### src/rtl/fir_mac_core.sv
// Time-multiplexed 8-tap FIR: one multiplier walks the delay line once per accepted sample,
// then rounds and saturates the accumulator onto a held output with a one-cycle valid pulse.
module fir_mac_core #(
    parameter int DATA_W    = 8,
    parameter int COEF_W    = 8,
    parameter int TAPS      = 8,
    parameter int ACC_W     = 20,
    parameter int OUT_SHIFT = 6,
    localparam int AW       = (TAPS > 1) ? $clog2(TAPS) : 1
) (
    input  logic                     clk,
    input  logic                     rst_n,
    input  logic                     ena,
    input  logic                     in_valid,
    input  logic signed [DATA_W-1:0] in_sample,
    output logic                     in_ready,
    input  logic                     coef_we,
    input  logic [AW-1:0]            coef_addr,
    input  logic signed [COEF_W-1:0] coef_data,
    output logic                     out_valid,
    output logic signed [DATA_W-1:0] out_sample,
    output logic                     busy
);

    localparam int PW = DATA_W + COEF_W;
    localparam logic signed [ACC_W-1:0] HALF    = ACC_W'(1) << (OUT_SHIFT - 1);
    localparam logic signed [ACC_W-1:0] OUT_MAX = ACC_W'((2 ** (DATA_W - 1)) - 1);
    localparam logic signed [ACC_W-1:0] OUT_MIN = ACC_W'(-(2 ** (DATA_W - 1)));
    localparam logic [AW-1:0]           LAST    = AW'(TAPS - 1);

    typedef enum logic [1:0] {IDLE, MAC, DONE} state_t;

    state_t                    state_q, state_d;
    logic signed [ACC_W-1:0]   acc_q, acc_d;
    logic [AW-1:0]             idx_q, idx_d;
    logic signed [DATA_W-1:0]  x_q [TAPS];
    logic signed [DATA_W-1:0]  x_d [TAPS];
    logic signed [COEF_W-1:0]  coef_q [TAPS];
    logic signed [COEF_W-1:0]  coef_d [TAPS];
    logic signed [DATA_W-1:0]  out_sample_q, out_sample_d;
    logic                      out_valid_q, out_valid_d;

    logic signed [PW-1:0]      prod;
    logic signed [ACC_W-1:0]   prod_ext;
    logic signed [ACC_W-1:0]   rnd;
    logic signed [ACC_W-1:0]   shifted;
    logic signed [DATA_W-1:0]  sat;
    logic                      addr_ok;

    assign prod     = coef_q[idx_q] * x_q[idx_q];
    assign prod_ext = {{(ACC_W - PW){prod[PW-1]}}, prod};
    assign rnd      = acc_q + HALF;
    assign shifted  = rnd >>> OUT_SHIFT;
    assign addr_ok  = 32'(coef_addr) < TAPS;

    assign in_ready   = ena && (state_q == IDLE);
    assign busy       = (state_q != IDLE);
    assign out_valid  = out_valid_q;
    assign out_sample = out_sample_q;

    always_comb begin
        if (shifted > OUT_MAX) begin
            sat = OUT_MAX[DATA_W-1:0];
        end else if (shifted < OUT_MIN) begin
            sat = OUT_MIN[DATA_W-1:0];
        end else begin
            sat = shifted[DATA_W-1:0];
        end
    end

    always_comb begin
        state_d      = state_q;
        acc_d        = acc_q;
        idx_d        = idx_q;
        x_d          = x_q;
        coef_d       = coef_q;
        out_sample_d = out_sample_q;
        out_valid_d  = 1'b0;

        if (ena) begin
            // Applied before the shift so a same-edge sample uses the new coefficient.
            if (coef_we && (state_q == IDLE) && addr_ok) begin
                coef_d[coef_addr] = coef_data;
            end
            case (state_q)
                IDLE: begin
                    if (in_valid) begin
                        for (int i = 1; i < TAPS; i++) begin
                            x_d[i] = x_q[i-1];
                        end
                        x_d[0]  = in_sample;
                        acc_d   = '0;
                        idx_d   = '0;
                        state_d = MAC;
                    end
                end
                MAC: begin
                    acc_d = acc_q + prod_ext;
                    idx_d = idx_q + AW'(1);
                    if (idx_q == LAST) begin
                        state_d = DONE;
                    end
                end
                DONE: begin
                    out_sample_d = sat;
                    out_valid_d  = 1'b1;
                    state_d      = IDLE;
                end
                default: state_d = IDLE;
            endcase
        end
    end

    always_ff @(posedge clk) begin
        if (!rst_n) begin
            state_q      <= IDLE;
            acc_q        <= '0;
            idx_q        <= '0;
            out_sample_q <= '0;
            out_valid_q  <= 1'b0;
            for (int i = 0; i < TAPS; i++) begin
                x_q[i]    <= '0;
                coef_q[i] <= '0;
            end
            coef_q[0] <= COEF_W'(1 << OUT_SHIFT);
        end else begin
            state_q      <= state_d;
            acc_q        <= acc_d;
            idx_q        <= idx_d;
            out_sample_q <= out_sample_d;
            out_valid_q  <= out_valid_d;
            for (int i = 0; i < TAPS; i++) begin
                x_q[i]    <= x_d[i];
                coef_q[i] <= coef_d[i];
            end
        end
    end

endmodule

### config.mk
export PLATFORM = sky130hd
export DESIGN_NAME = fir_mac_core
export DESIGN_NICKNAME = d
export VERILOG_FILES = /design/src/rtl/fir_mac_core.sv
export SDC_FILE = /design/constraint.sdc
export NUM_CORES = 1
export LEC_CHECK = 0
export CAP_MARGIN = 10
export CORE_MARGIN = 2
export CORE_UTILIZATION = 50
export DETAILED_ROUTE_END_ITERATION = 8
export GPL_ROUTABILITY_DRIVEN = 0
export PLACE_DENSITY = 0.78
export SYNTH_ARGS = -nofsm -noshare
export SYNTH_HDL_FRONTEND = slang
export SYNTH_SLANG_ARGS = --single-unit
### constraint.sdc
create_clock -name clk -period 13.25 [get_ports clk]
set_input_delay 1.9875 -clock clk [delete_from_list [all_inputs] [get_ports clk]]
set_output_delay 1.9875 -clock clk [all_outputs]
set_load 0.05 [all_outputs]
==> results_dict.tcl <==
set metrics [dict create \
    grt_usage_pct 21.37 \
    drc 0 \
    synth_fp_nets 1268 \
    netlist_instances 1107 \
    worst-path-max-fanout 35 \
    layout_setup_ws_ns 6.542 \
    crit_type "flop to flop" \
    die_x_um 149.1 \
    async_flop_share_pct 0 \
    finish.utilization_pct 55.79 \
    critPathLaunch "idx_q[0]" \
    r2r_start "idx_q[0]" \
    dp_cells 1365 \
    place_ws_ns 6.527 \
    io_pins 35 \
    postPlaceCellArea_um2 11020 \
    cts_root_buffer "clkbuf_16" \
    skew_ns 0.01394 \
    routedWlPerCell_um 15.88 \
    clock_latency_ns 0.43 \
    placeableCoreArea_um2 20820 \
    grt_pass1_vias 7558 \
    firstDrtPassIters 8 \
    io_buffers 34 \
    powerDensity_nw_per_um2 93.27 \
    hold_class "flop to flop" \
    postCtsSetupRepairBufs 0 \
    critPathArrivalTime_ns 7.03 \
    synth_cell_types 64 \
    grt_max_degree 113 \
    design_area_um2 11620 \
    routed_wl_mm 22.18 \
    fin_crit_ns 6.708 \
    cts_buffer_depth 2 \
    relSlewSlack_pct 22.43 \
    cts_tree "done" \
    vdd_drop_max_v 0.00009353 \
    max_clock_freq_mhz 149.1 \
    outcome "finished clean" \
    syn_area_per_cell_um2 9.507 \
    setup.worst_path.start_class "flop" \
    setup_violations 0 \
    seq_area_frac_synth_pct 30.82 \
    die_area_um2 22220 \
    grt_pass1_wl_mm 37.56 \
    finalHoldViolations 0 \
    fp-row-count 53 \
    fillers 1762 \
    ant_nets 0 \
    cts_max_level 4 \
    setup_tns_ns 0 \
    rsz0062_at_grt "no" \
    cts_buffers 17 \
    critPathCaptureType "flop" \
    antenna_found_initial 0 \
    diodes 0 \
    syn_to_final_growth_pct 10.39 \
    start_util_pct 50.54 \
    worst_pin_slew_ns 1.159 \
    min_from "x_q[7]" \
    final.period_utilization_pct 50.63 \
    die_h_um 149.1 \
    vias_per_cell 5.418 \
    power.leakage_nw 4.926 \
    yosysWarnings 0 \
    cts.reportedPaths.clkPinSlew_ns 0.07 \
    stdcell_count 1397 \
    drive_gt1_share_pct 9.982 \
    fin_nets 1270 \
    drv_slew 0 \
    synth_edf_count 0 \
    max_cap_violations 0 \
    synth_ff_type "dfxtp_1" \
    grt-ovfl-total 0 \
    vias 7569 \
    cts.sinks 162 \
    synth-seq-cells 162 \
    syn_area_um2 10520 \
    hpwlAfterDp_mm 15.91 \
    critPathRequiredTime_ns 13.57 \
    ctsHoldBuffers 0 \
    cts_resized 0 \
    drt_iter0_markers 640 \
]
[logic make-up (layout without fill, tap and decap cells)]
logic type | after synthesis | in the layout | synth area share (%)
xor+xnor | 30 | 30 | 2.568
compound gates | 143 | 143 | 7.942
flops | 162 | 162 | 30.82
simple gates | 355 | 355 | 14.79
mux | 115 | 115 | 15.11
fa+ha+maj | 137 | 137 | 22.57
buf+inv | 165 | 180 | 6.206
[state kept, by name (all words and copies together), names as in the netlist]
name and flops:
coef_q 64, x_q 64, acc_q 20, out_sample 8
idx_q 3, state_q 2, out_valid 1
[cell type report]
| cell class | count | area (um^2) | share of cell area, % |
|---|---|---|---|
| clock inverter | 13 | 140.1 | 1.206 |
| tap | 275 | 344.1 | 2.962 |
| timing repair buffer | 43 | 407.9 | 3.511 |
| multi-input combinational | 780 | 6631 | 57.08 |
| clock buffer | 19 | 452.9 | 3.899 |
| sequential | 162 | 3244 | 27.93 |
| inverter | 105 | 396.6 | 3.414 |
[worst paths after layout]
| kind | endpoint | slack [ns] | cells past startpoint |
|---|---|---|---|
| max | acc_q[19] | 6.54 | 19 |
| min | x_q[7] | 0.45 | 2 |
| max reg2reg | acc_q[19] | 6.54 | 19 |
| min reg2reg | x_q[7] | 0.45 | 2 |
[metal layers]
metal | track usage (%) | wire, um | up-vias
li1 | - | - | 3647
met1 | 29.19 | 9957 | 3691
met2 | 34.61 | 10680 | 195
met3 | 3.731 | 998 | 36
met4 | 7.238 | 545 | 0
met5 | 0 | 0 | -
[layout by cell type, fill, tap and decap left out, types with 4 or more instances in the layout]
| cell type | synthesis | routed |
|---|---|---|
| and2_1 | 4 | 4 |
| xor2_1 | 9 | 9 |
| xnor2_1 | 20 | 20 |
| mux2i_2 | 9 | 9 |
| clkdlybuf4s50_1 | 0 | 34 |
| inv_6 | 0 | 5 |
| nand3_1 | 6 | 6 |
| fa_1 | 88 | 88 |
| inv_1 | 101 | 101 |
| o21ai_0 | 15 | 15 |
| mux4_2 | 32 | 32 |
| a211oi_1 | 10 | 10 |
| nand2b_1 | 15 | 15 |
| a21oi_1 | 84 | 84 |
| nor2b_1 | 6 | 6 |
| dfxtp_1 | 162 | 161 |
| mux2i_1 | 70 | 70 |
| nor2_1 | 135 | 135 |
| a22oi_1 | 11 | 11 |
| nand4_1 | 5 | 5 |
| a21o_1 | 4 | 4 |
| nand2_1 | 153 | 152 |
| ha_1 | 49 | 49 |
| mux2_2 | 4 | 4 |
| clkbuf_16 | 0 | 17 |
| buf_4 | 2 | 9 |
[synth_stat cells, types with 3 or more instances]
| master | n | area share (%) |
|---|---|---|
| o21ai_0 | 15 | 0.71 |
| buf_2 | 9 | 0.43 |
| ha_1 | 49 | 5.8 |
| inv_1 | 101 | 3.6 |
| fa_1 | 88 | 17 |
| nand3_1 | 6 | 0.29 |
| o21bai_1 | 3 | 0.21 |
| inv_2 | 3 | 0.11 |
| xnor2_1 | 20 | 1.7 |
| nand2_1 | 153 | 5.5 |
| dfxtp_1 | 162 | 31 |
| a21o_1 | 4 | 0.29 |
| mux2_2 | 4 | 0.43 |
| and2_1 | 4 | 0.24 |
| a21oi_1 | 84 | 4.0 |
| and3_1 | 3 | 0.18 |
| nand4_1 | 5 | 0.30 |
| mux2i_2 | 9 | 1.2 |
| o21ai_1 | 3 | 0.14 |
| xor2_1 | 9 | 0.75 |
| nand3_2 | 3 | 0.29 |
| clkbuf_1 | 41 | 1.5 |
| a211oi_1 | 10 | 0.71 |
| nor2b_1 | 6 | 0.36 |
| or2_2 | 3 | 0.18 |
| nor2_1 | 135 | 4.8 |
| mux4_2 | 32 | 6.8 |
| nand2b_1 | 15 | 0.89 |
| mux2i_1 | 70 | 6.7 |
| a22oi_1 | 11 | 0.78 |
| or3_1 | 3 | 0.18 |
| buf_1 | 6 | 0.21 |
[report_power, final]
part           internal [mW]  total, mW  switching [mW]  leakage [nW]
combinational         0.0387      0.102          0.0630          3.33
sequential             0.492      0.496         0.00460          1.31
clock                  0.261      0.485           0.225         0.288
total                  0.791       1.08           0.292          4.93
[critical path, stage by stage, from the launching register on]
cell,delay [ns]
dfxtp_2,0.31
buf_4,0.51
mux4_2,0.57
mux2i_1,0.56
nor2_1,0.23
fa_1,0.58
inv_1,0.15
fa_1,0.56
inv_1,0.06
fa_1,0.50
fa_1,0.49
ha_1,0.31
ha_1,0.37
a21o_1,0.25
a31oi_1,0.35
a2bb2oi_1,0.21
o31ai_1,0.10
xnor2_1,0.19
o21bai_1,0.08
a22o_1,0.18
[metrics by stage]
| stage | total power [mW] | hold WS, ns |
|---|---|---|
| 6_report | 1.084 | 0.4546 |
| 5_1_grt | 1.126 | 0.4771 |
| 4_1_cts | 1.090 | 0.4560 |
| 3_5_place_dp | 0.6085 | 0.4470 |
| 3_3_place_gp | 0.6067 | 0.4392 |
| 2_1_floorplan | 0.5826 | 0.4332 |
(Power assumes the default switching activity.)
